[src/rtl/dot_seq_pkg.sv]
// rtl/dot_seq_pkg.sv - shared states, DSP OPMODE codes and operand widths for dot_seq
package dot_seq_pkg;

    typedef enum logic [1:0] {
        ST_IDLE  = 2'd0,
        ST_RUN   = 2'd1,
        ST_DRAIN = 2'd2,
        ST_DONE  = 2'd3
    } state_e;

    localparam logic [7:0] OPM_IDLE  = 8'h00;
    localparam logic [7:0] OPM_FIRST = 8'h01;
    localparam logic [7:0] OPM_ACC   = 8'h09;

    localparam int OPND_W = 18;
    localparam int PROD_W = 36;
    localparam int ACC_W  = 48;

    // Tag {valid, first} -> OPMODE at the post-adder; upper nibble always zero.
    function automatic logic [7:0] opmode_of(input logic valid, input logic first);
        if (!valid) begin
            return OPM_IDLE;
        end
        return first ? OPM_FIRST : OPM_ACC;
    endfunction

endpackage

[src/rtl/dot_seq_tagpipe.sv]
// rtl/dot_seq_tagpipe.sv - fixed-depth shift register carrying {valid, first} tags beside the DSP pipe
module dot_seq_tagpipe #(
    parameter int DEPTH = 2,
    parameter int WIDTH = 2
) (
    input  logic             clk,
    input  logic             rst,
    input  logic [WIDTH-1:0] tag_in,
    output logic [WIDTH-1:0] tag_out
);

    logic [DEPTH-1:0][WIDTH-1:0] pipe_q;
    logic [DEPTH-1:0][WIDTH-1:0] pipe_d;

    always_comb begin
        pipe_d    = pipe_q;
        pipe_d[0] = tag_in;
        for (int i = 1; i < DEPTH; i++) begin
            pipe_d[i] = pipe_q[i-1];
        end
    end

    always_ff @(posedge clk) begin
        if (rst) begin
            pipe_q <= '0;
        end else begin
            pipe_q <= pipe_d;
        end
    end

    assign tag_out = pipe_q[DEPTH-1];

endmodule

[src/rtl/dot_seq.sv]
// rtl/dot_seq.sv - dot-product operand sequencer driving an external DSP MAC slice; DOT_SEQ_OVF_EN enables R_OVF tracking
module dot_seq
    import dot_seq_pkg::*;
#(
    parameter int LEN_W   = 8,
    parameter int DSP_LAT = 3
) (
    input  logic              CLK,
    input  logic              RST,
    input  logic              START,
    input  logic [LEN_W-1:0]  LEN,
    output logic              BUSY,
    input  logic              S_VALID,
    output logic              S_READY,
    input  logic [17:0]       S_A,
    input  logic [17:0]       S_B,
    output logic              R_VALID,
    input  logic              R_READY,
    output logic [47:0]       R_DATA,
    output logic              R_OVF,
    output logic [17:0]       DSP_A,
    output logic [17:0]       DSP_B,
    output logic [7:0]        DSP_OPMODE,
    input  logic [47:0]       DSP_P,
    input  logic              DSP_CARRYOUT
);

    localparam int DRN_W = (DSP_LAT > 2) ? $clog2(DSP_LAT) : 1;

    state_e             state_q, state_d;
    logic [LEN_W-1:0]   cnt_q, cnt_d;
    logic [DRN_W-1:0]   drn_q, drn_d;
    logic               first_q, first_d;
    logic [ACC_W-1:0]   r_data_q, r_data_d;

    logic               accept;
    logic               start_job;
    logic [1:0]         tag_in;
    logic [1:0]         tag_out;

    assign accept    = (state_q == ST_RUN) && S_VALID;
    assign start_job = (state_q == ST_IDLE) && START;

    always_comb begin
        state_d  = state_q;
        cnt_d    = cnt_q;
        drn_d    = drn_q;
        first_d  = first_q;
        r_data_d = r_data_q;
        case (state_q)
            ST_IDLE: begin
                if (START) begin
                    if (LEN != '0) begin
                        state_d = ST_RUN;
                        cnt_d   = LEN;
                        first_d = 1'b1;
                    end else begin
                        state_d  = ST_DONE;
                        r_data_d = '0;
                    end
                end
            end
            ST_RUN: begin
                first_d = 1'b0;
                if (accept) begin
                    cnt_d = cnt_q - LEN_W'(1);
                    if (cnt_q == LEN_W'(1)) begin
                        state_d = ST_DRAIN;
                        drn_d   = DRN_W'(DSP_LAT - 1);
                    end
                end
            end
            ST_DRAIN: begin
                // Last term reaches P DSP_LAT cycles after its accept.
                if (drn_q == '0) begin
                    r_data_d = DSP_P;
                    state_d  = ST_DONE;
                end else begin
                    drn_d = drn_q - DRN_W'(1);
                end
            end
            ST_DONE: begin
                if (R_READY) begin
                    state_d = ST_IDLE;
                end
            end
            default: state_d = ST_IDLE;
        endcase
    end

    always_ff @(posedge CLK) begin
        if (RST) begin
            state_q  <= ST_IDLE;
            cnt_q    <= '0;
            drn_q    <= '0;
            first_q  <= 1'b0;
            r_data_q <= '0;
        end else begin
            state_q  <= state_d;
            cnt_q    <= cnt_d;
            drn_q    <= drn_d;
            first_q  <= first_d;
            r_data_q <= r_data_d;
        end
    end

    // Every RUN cycle, bubble or not, injects a tag so zero products still accumulate.
    assign tag_in = {state_q == ST_RUN, (state_q == ST_RUN) && first_q};

    dot_seq_tagpipe #(
        .DEPTH (DSP_LAT - 1),
        .WIDTH (2)
    ) u_tagpipe (
        .clk     (CLK),
        .rst     (RST),
        .tag_in  (tag_in),
        .tag_out (tag_out)
    );

    assign BUSY       = (state_q != ST_IDLE);
    assign S_READY    = (state_q == ST_RUN);
    assign R_VALID    = (state_q == ST_DONE);
    assign R_DATA     = r_data_q;
    assign DSP_A      = accept ? S_A : '0;
    assign DSP_B      = accept ? S_B : '0;
    assign DSP_OPMODE = opmode_of(tag_out[1], tag_out[0]);

`ifdef DOT_SEQ_OVF_EN
    logic ovf_q, ovf_d;
    logic p_live_q, p_live_d;

    // P holds a tagged term exactly one cycle after a valid tag left the pipe.
    always_comb begin
        p_live_d = tag_out[1];
        ovf_d    = ovf_q;
        if (start_job) begin
            ovf_d = 1'b0;
        end else if (((state_q == ST_RUN) || (state_q == ST_DRAIN)) && p_live_q && DSP_CARRYOUT) begin
            ovf_d = 1'b1;
        end
    end

    always_ff @(posedge CLK) begin
        if (RST) begin
            ovf_q    <= 1'b0;
            p_live_q <= 1'b0;
        end else begin
            ovf_q    <= ovf_d;
            p_live_q <= p_live_d;
        end
    end

    assign R_OVF = ovf_q;
`else
    logic unused_ovf_inputs;
    assign unused_ovf_inputs = DSP_CARRYOUT ^ start_job;
    assign R_OVF             = 1'b0;
`endif

endmodule
[config.mk]
export PLATFORM = sky130hd
export DESIGN_NAME = dot_seq
export DESIGN_NICKNAME = d
export VERILOG_FILES = /design/src/rtl/dot_seq_pkg.sv /design/src/rtl/dot_seq_tagpipe.sv /design/src/rtl/dot_seq.sv
export SDC_FILE = /design/constraint.sdc
export NUM_CORES = 1
export LEC_CHECK = 0
export ABC_AREA = 1
export CORE_MARGIN = 2
export CORE_UTILIZATION = 40
export CTS_CLUSTER_DIAMETER = 200
export CTS_CLUSTER_SIZE = 16
export DETAILED_ROUTE_END_ITERATION = 10
export HOLD_SLACK_MARGIN = 0.06
export PLACE_DENSITY_LB_ADDON = 0.25
export SLEW_MARGIN = 15
export SYNTH_ARGS = -nofsm -noshare
export SYNTH_HDL_FRONTEND = slang
export SYNTH_SLANG_ARGS = --single-unit
[constraint.sdc]
create_clock -name CLK -period 2.1 [get_ports CLK]
set_input_delay 0.315 -clock CLK [delete_from_list [all_inputs] [get_ports CLK]]
set_output_delay 0.315 -clock CLK [all_outputs]
set_load 0.01 [all_outputs]
==> results by group <==
Logic synthesis
  • Netlist Area Pre-Place: 3640 sq um
  • Netlist cell types: 22
  • Post-synth EDFFs: 0
  • Most frequent cells after synthesis: nand2_1 (165), nor2_1 (129), inv_1 (72)
  • Post-synthesis sequential area ratio: ~36%
  • Top-count cell post-synth: nand2_1
  • Synthesis warning total: 0
  • Post-synth top area share: between 30% and 40%
  • Post-synthesis cell count: 600
  • Leading area contributor after synthesis: dfxtp_1
  • Syn Area/Cell: 6.07 sq um
  • Async set or reset register ratio after synthesis: 0%
  • Predominant post-synthesis flop cell: dfxtp_1
  • Synth Register Bits: 65
  • Synth area leaders: dfxtp_1 (36%), nand2_1 (17%), nor2_1 (13%)

Floorplan
  • Initial Utilization: 41.5%
  • Die area: 9880 sq um
  • Ports: just under 200
  • Core Box Area: 8760 sq um
  • Row count: 34
  • Die X-Extent: 99.4 microns
  • Height of the die: 99.4 microns

Cells and area
  • Area Growth Syn to Fin: 57.0%
  • Final net count: 875
  • Antenna diode count: 0
  • Ratio of cells with drive above 1 in the final layout: 4.91%
  • Fill cells: slightly above 800
  • Core Util, Final: 65.2%

Setup path
  • Worst EP arrival: 1.65 ns
  • Largest stage delay on the critical path: between 0.3 and 0.4 ns
  • Critical Path Sink Type: primary output
  • Setup CP Type: reg2out
  • Startpoint types: flop
  • Worst-path cell chain: inv_2 -> ha_2 -> nand2_1 -> buf_12 -> nor2_1 -> dlygate4sd2_1
  • Flop2flop setup slack: 0.34 ns
  • CP required: 1.78 ns
  • CP max stage cell: dfxtp_1
  • Critical path fanouts, max: 36
  • R2R depth: 10

Clock network
  • Clk Latency, worst-skew pair: roughly 0.34 ns
  • Inserted Clock Buffers: 9
  • Clk root buf: clkbuf_8
  • Hold-fix buffers at CTS: 0
  • Clock transition at path regs: 0.07 ns
  • H-tree depth: 3
  • Post-CTS Setup Repair Bufs: 0
  • Clk sinks: 65
  • Longest Clk Path Bufs: 2
  • CTS resizes: 38
  • CTS tree: done

Timing
  • Post-route minimum period: 1.97 ns
  • Period utilisation layout: 93.7%
  • Final Worst Setup Slack: 0.132 ns
  • Fmax: between 500 and 600 MHz
  • Hold Vio Cnt, Final: 0
  • Fin Hold WS: between 0.4 and 0.5 ns
  • Setup TNS: 0 ns
  • Final setup fails: 0
  • Max-slew violations: 0
  • RSZ-0062 raised after global routing: no
  • Max Clock Skew: 0.00802 ns

Run status
  • Status: completed

Drt
  • Wire length per cell: roughly 12 microns
  • Routed wire length: 10700 microns
  • Vias: 4125
  • Starting DRC count in detailed routing: between 150 and 200
  • Drt first pass iters: 4
  • DR vias/cell: 4.68
  • DRC: 0
  • Routed Antenna Nets: 0

Placement
  • GPL Wtd Cong: 0.787
  • Port bufs: 185
  • DP Worst Slack: 0.0537 ns
  • Hpwl dp: 7860 microns

Global routing
  • Vias in the first global route: 3757
  • Global-route wire length before repair: ~18000 microns
  • GRT overflow: 0
  • Largest net degree at the start of global routing: 84
  • Number of antenna violations at the first check in global routing: 0
  • GRT Total Usage: 21.7%

Run
  • Max cap viols: 0

Pwr
  • Power Total: 5.49 mW
  • Peak supply drop: 0.580 mV
  • PD cells: 960 nW/um^2
  • Leak Pwr: 2.79 nW

Hold path
  • Hold depth: 2
  • Hold Crit Class: reg2reg
==> stage by stage <==
step                cells  cell area [sq um]
floorplan             606               3660
global placement      866               5540
detailed placement    866               5540
CTS                   882               5710
global route          882               5720
finish                882               5720
==> registers in the layout, indices dropped and copies added, names as in the netlist <==
name               count
state_q                2
cnt_q                  8
u_tagpipe.tag_out      2
first_q                1
R_DATA                48
drn_q                  2
u_tagpipe.pipe_d       2
==> power breakdown <==
group	leakage, nW	total (mW)	internal, mW	switching [mW]
Clock	0.110	1.14	0.622	0.520
Combinational	2.15	2.69	1.17	1.53
Sequential	0.529	1.65	1.51	0.148
==> path summary, 6_finish.rpt <==
check,to,startpoint
max reg2reg,cnt_q[2]$_SDFFE_PP0P_,state_q[1]$_SDFFE_PP0P_
max,DSP_A[3],state_q[1]$_SDFFE_PP0P_
min,u_tagpipe.tag_out[0]$_SDFF_PP0_,u_tagpipe.pipe_d[2]$_SDFF_PP0_
min reg2reg,u_tagpipe.tag_out[0]$_SDFF_PP0_,u_tagpipe.pipe_d[2]$_SDFF_PP0_
==> critical path, delay by kind of cell, from the launching register on <==
family	cells	cell delay (ns)
fa+ha+maj	1	0.19
buf+inv	3	0.56
flops	1	0.39
simple gates	2	0.16
==> cell type report <==
class | instances | area, sq um | area share [%]
repair buffers | 197 | 1980 | 34.6
clock buffers | 11 | 151 | 2.65
multi-input cells | 423 | 1820 | 31.8
clock inverters | 5 | 61.3 | 1.07
well taps | 108 | 135 | 2.36
flip-flops and latches | 65 | 1300 | 22.8
inverters | 73 | 274 | 4.79
==> cells in the final DEF (no fill, tap or decap) <==
master,n
inv_2,3
clkinv_2,1
bufinv_16,1
dlymetal6s2s_1,2
o21ai_0,6
or2_2,1
dfxtp_2,1
nand4_1,2
buf_12,6
nand2_2,2
clkbuf_8,11
clkdlybuf4s50_1,147
nand2_1,165
inv_6,2
inv_1,70
dfxtp_1,64
nor2_2,1
dlygate4sd2_1,36
nand3_1,52
nor3_1,1
a31oi_1,1
buf_4,6
a21oi_1,47
conb_1,7
clkinv_4,1
ha_2,2
nor2_1,129
ha_1,6
o21a_1,1
==> logic make-up after synthesis <==
| logic type | Yosys count | synth area share [%] |
|---|---|---|
| AO/OA/AOI/OAI | 55 | 7.66 |
| adder cells (fa/ha/maj) | 8 | 2.75 |
| buffers and inverters | 118 | 15.1 |
| flip-flops | 65 | 35.7 |
| other | 1 | 0.103 |
| AND/OR/NAND/NOR | 353 | 38.6 |
==> routing by layer <==
layer  part of all wire [%]  track usage, %
met4                    3.1            9.80
met3                    5.5            3.79
met1                     42            26.9
met5                      0               0
met2                     49            36.9
Note: power is estimated with default switching activity, not from simulation.
==> edit 1: new RTL, same settings <==
Set the parameter `LEN_W` to 16 (it was 8).
--- a/src/rtl/dot_seq.sv
+++ b/src/rtl/dot_seq.sv
@@ -3,5 +3,5 @@
     import dot_seq_pkg::*;
 #(
-    parameter int LEN_W   = 8,
+    parameter int LEN_W   = 16,
     parameter int DSP_LAT = 3
 ) (
Interface: changed (resized LEN); port bits go from 194 to 202. The function was not compared with the original's and may differ.
==> edit 1 against the original RTL <==
  * Sequential power rose by 24%
  * Sequential cell count rose by 8
  * Final area rose by 16%
  * First-iteration DRC count rose by 34%
  * Count of clock-buffer cells in the layout fell by 2
  * Worst hold slack got worse by 0.011 ns
  * Largest cell class is now multi-input combinational cells
  * Synthesized cell count rose by 27%
  * Synthesized area rose by 21%
  * Worst setup slack got worse by 0.031 ns
  * Die area rose by 20%
  * Wire length rose by 17%
  * Via count rose by 19%
  * Power rose by 41%
==> edit 1: results (changes against the original RTL) <==
DP_HPWL_UM=8960  # +14%
FIN_SKEW_NS=0.0124  # +0.00440 ns
TIMING.CRITICAL_PATH.FANOUT_MAX=7  # -81%
FINALNETCOUNT=1057  # +21%
DETAIL_ROUTE.ITER0.VIOLATIONS=211  # +34%
DRT-TOTAL-WL_UM=12500  # +17%
PRE_CTS_WORST_SETUP_SLACK_NS=0.0422  # -0.0115 ns
NON_CLOCK_INVERTER_COUNT=106  # +45%
SYNTHTOPCELLSBYCOUNT='sky130_fd_sc_hd__nand2_1 (222), sky130_fd_sc_hd__nor2_1 (188), sky130_fd_sc_hd__inv_1 (101)'
SEQ_TOTAL_AREA_YOSYS_PCT=33.2  # -2.6 points
CRIT_ARRIVAL_NS=1.68  # +0.03 ns
AREA.SHARE.SEQUENTIAL_PCT=22.0  # -0.79 points
TIMING.CRITICAL_PATH.SLOWEST_STAGE_CELL='sky130_fd_sc_hd__clkdlybuf4s50_1'
MET3_USAGE_PCT=7.53  # +3.7 points
FILLERINSTANCES=1131  # +36%
FFS_LATCHES_SYNTH=73  # +12%
YS_TYPES=24  # +9.1%
MULTIINPUTGATEAREA_UM2=2330  # +29%
SYNTH.AVG_CELL_AREA_UM2=5.78  # -4.7%
BUFFERS_EXCL_CLOCK=208  # +5.6%
CLOCK_AREA_SHARE_PCT=3.26  # -0.46 points
GROUTE.LAYER.MET1.USAGE_PCT=24.2  # -2.8 points
NUMPORTBUFFERS=193  # +4.3%
GLOBAL_ROUTE.USAGE.TOTAL_PCT=20.7  # -1.0 points
ROUTE.DETAILED.WL_PER_INST_UM=11.5  # -5.4%
OUTCOME='finished clean'
GRT_PASS1_WL_UM=19600  # +11%
LAYOUT-DRIVE-GT1-SHARE_PCT=4.86  # -0.052 points
SIGNAL_BUFFER_AREA_FRACTION_PCT=31.0  # -3.6 points
-- edit 1: what timing repair did --
| action | 4_1_cts | 5_1_grt |
|---|---|---|
| setup endpoints to repair | 37 | 6 |
| resized for setup | 39 | 0 |
| pin swaps | 0 | 1 |
| gates cloned | 0 | 1 |
-- edit 1: stage by stage --
stage | area (um2) | util [%]
after floorplan | 4430 | -
after global placement | 6460 | 59.9
after detailed placement | 6460 | 59.9
after CTS | 6640 | 61.5
after global routing | 6650 | 61.6
final | 6650 | 61.6
-- edit 1: path summary, 6_finish.rpt --
path	start	end	slack, ns	depth (start not counted)
worst min-delay path	u_tagpipe.pipe_d[3]	u_tagpipe.tag_out[1]	0.40	2
worst max-delay path	state_q[1]	S_READY	0.10	4
worst min register to register	u_tagpipe.pipe_d[3]	u_tagpipe.tag_out[1]	0.40	2
worst max register to register	state_q[0]	cnt_q[3]	0.19	9
-- edit 1: kinds of logic (layout without fill, tap and decap cells) --
group / count (synthesis) / in the layout / synth area share [%]
DFF: 73 / 73 / 33.2
AOI/OAI and AO/OA: 53 / 53 / 6.13
and+or+nand+nor: 476 / 477 / 43.7
buffers and inverters: 151 / 329 / 14.7
adders and majority gates: 8 / 8 / 2.27
other: 1 / 7 / 0.0851
-- edit 1: layer usage --
layer / part of all wire (%) / up-vias / wire length [um]
met5: 0 / - / 0
met3: 11 / 13 / 1400
li1: - / 2637 / -
met2: 47 / 166 / 5810
met4: 1.3 / 0 / 164
met1: 41 / 2084 / 5090
-- edit 1: where the power goes --
part | switching (mW) | internal (mW)
Sequential | 0.284 | 1.76
Clock | 0.561 | 0.669
Combinational | 2.69 | 1.78
==> edit 2: new RTL, same flow settings <==
Without the edit above. `r_data_q` no longer has a reset.
--- a/src/rtl/dot_seq.sv
+++ b/src/rtl/dot_seq.sv
@@ -95,5 +95,4 @@
             drn_q    <= '0;
             first_q  <= 1'b0;
-            r_data_q <= '0;
         end else begin
             state_q  <= state_d;
@@ -101,6 +100,9 @@
             drn_q    <= drn_d;
             first_q  <= first_d;
-            r_data_q <= r_data_d;
         end
+    end
+
+    always_ff @(posedge CLK) begin
+        r_data_q <= r_data_d;
     end
 
Check against the original RTL: not equivalent (Yosys sat finds a counterexample within 10 cycles, from zero or initial values and one cycle with RST high; the reset may be asserted at any time).
==> edit 2 against the original RTL <==
  * Worst hold slack lost 0.010 ns
  * Combinational power shrank 12%
  * Sequential power grew 12%
  * Wire length shrank 18%
  * Global-route usage shrank 2.4 points
  * Largest power group unchanged
  * Power shrank 3.7%
  * Worst setup slack gained 0.0046 ns
  * Fmax grew 0.24%
  * Core utilization grew 2.3 points
  * Sequential cell count is the same
  * Synthesized area shrank 9.2%
  * Clock skew grew 0.00065 ns
  * Final area shrank 4.4%
==> edit 2: results (changes against the original RTL) <==
OUTCOME='finished clean'
CLKTRANSATPATHREGS_NS=0.08
SYNTHTOPCELLSBYAREA='sky130_fd_sc_hd__edfxtp_1 (44%), sky130_fd_sc_hd__inv_1 (12%), sky130_fd_sc_hd__nand2_1 (12%)'
DETAIL_ROUTE.ITER0.VIOLATIONS=130  # -18%
FINALHOLDVIOLATIONS=0  # unchanged
FINAL_ESTIMATED_ROUTING_CONGESTION_IN_GLOBAL_PLACEMENT=0.815  # +3.6%
FLIP_FLOP_CELL_WITH_THE_HIGHEST_COUNT_AFTER_SYNTHESIS='sky130_fd_sc_hd__edfxtp_1'
FINALNETCOUNT=711  # -19%
DRC_ERRORS=0  # unchanged
NUMPORTBUFFERS=185  # unchanged
FIRST_GLOBAL_VIAS=2770  # -26%
SEQ_TOTAL_AREA_YOSYS_PCT=53.9  # +18 points
GLOBAL_ROUTE.USAGE.TOTAL_PCT=19.3  # -2.4 points
WORST_HOLD_PATH.ENDPOINT='u_tagpipe.tag_out[1]'
ROUTE.DETAILED.WL_PER_INST_UM=12.3  # +1.3%
GRT_PASS1_WL_UM=13200  # -25%
DP_HPWL_UM=6880  # -13%
ROUTE.DETAILED.VIAS_PER_INST=4.31  # -7.8%
SYNTH-EDFF-COUNT=48  # +48
HP-START='u_tagpipe.pipe_d[3]'
SYNTHTOPCELLSBYCOUNT='sky130_fd_sc_hd__inv_1 (103), sky130_fd_sc_hd__nand2_1 (102), sky130_fd_sc_hd__nor2_1 (73)'
MAX_REG_FLOPS=48  # unchanged
TIMING.CRITICAL_PATH.FANOUT_MAX=5  # -86%
MIN-DELAY-PATH-CLASS='reg2reg'
CTS.ROOT.BUFFER_CELL='sky130_fd_sc_hd__clkbuf_8'
FIN_SKEW_NS=0.00866  # +0.000648 ns
FIN_SETUP_TNS_NS=0  # unchanged
DRT_FIRST_PASS_ITERS=4  # unchanged
DESTINATION_OF_THE_WORST_REGISTER_TO_REGISTER_TIMING_PATH='cnt_q[5]'
PEAKVDDDROP_uV=756  # +30%
WORSTHOLDPATHCELLS=2  # unchanged
WORSTSKEWPAIRLATENCY_NS=0.35
SETUP.REG_TO_REG.WORST_SLACK_NS=0.38  # +0.04 ns
GRT_MAX_DEGREE=49  # -42%
YS_TYPES=26  # +18%
REG2REG_DEPTH=8  # -2
HOLDWS_NS=0.403  # -0.0101 ns
POWER.LEAKAGE_nW=2.82  # +1.1%
ASYNC_FLOP_SHARE_PCT=0  # unchanged
LAYOUT-DRIVE-GT1-SHARE_PCT=7.38  # +2.5 points
## edit 2: metrics by stage
stage / cell area, um2 / instances / power (mW) / utilization [%] / worst slack [ns]
6_report: 5470 / 715 / 5.28 / 67.6 / 0.137
5_1_grt: 5470 / 715 / 5.68 / 67.6 / 0.0268
4_1_cts: 5470 / 715 / 5.34 / 67.5 / 0.0179
3_5_place_dp: 5310 / 699 / 4.30 / 65.6 / 0.0630
3_3_place_gp: 5310 / 699 / 4.21 / 65.6 / 0.0878
2_1_floorplan: 3380 / 422 / 3.42 / - / 0.00511
## edit 2: repair_timing
item / 4_1_cts / 5_1_grt
gates resized for setup: 38 / 2
setup endpoints to repair: 37 / 11
endpoints found under the hold margin: 0 / 0
buffers inserted: 0 / 0
## edit 2: worst max path at each step
stage,startpoint,end,slack [ns],cells after the start
after floorplan,state_q[0],R_DATA[0],0.005,6
after global placement,S_VALID,DSP_A[8],0.09,5
after detailed placement,S_VALID,DSP_B[4],0.06,5
after CTS,state_q[1],S_READY,0.02,4
after global routing,state_q[1],DSP_A[4],0.03,6
final,state_q[0],BUSY,0.14,4
## edit 2: metal layers
| metal | wire length [um] | track usage [%] | vias up |
|---|---|---|---|
| li1 | - | - | 1587 |
| met1 | 3540 | 22.1 | 1379 |
| met2 | 4500 | 33.9 | 109 |
| met3 | 662 | 6.54 | 8 |
| met4 | 71 | 5.92 | 0 |
| met5 | 0 | 0 | - |
## edit 2: worst max-delay path: stages (launching register included)
cell and delay (ns):
sky130_fd_sc_hd__dfxtp_2 0.37, sky130_fd_sc_hd__inv_2 0.07, sky130_fd_sc_hd__ha_2 0.21, sky130_fd_sc_hd__inv_4 0.10, sky130_fd_sc_hd__clkdlybuf4s50_1 0.55
## edit 2: cells by family after synthesis
group	share of synthesized area (%)
other cells	0.113
buf+inv	15.8
simple gates	24.5
flops	53.9
fa+ha+maj	3.03
compound gates	2.65
## edit 2: final cells by class
type / count / area [um2]
timing repair buffer: 193 / 1890
tap: 105 / 131
fill: 691 / 2620
multi-input combinational: 230 / 1060
sequential: 65 / 1780
inverter: 106 / 400
clock inverter: 7 / 77.6
clock buffer: 9 / 124
## edit 2: report_power, final
part | internal [mW] | switching, mW | total [mW]
Combinational | 1.01 | 1.35 | 2.36
Clock | 0.559 | 0.508 | 1.07
Sequential | 1.71 | 0.135 | 1.85
Total | 3.28 | 2.00 | 5.28
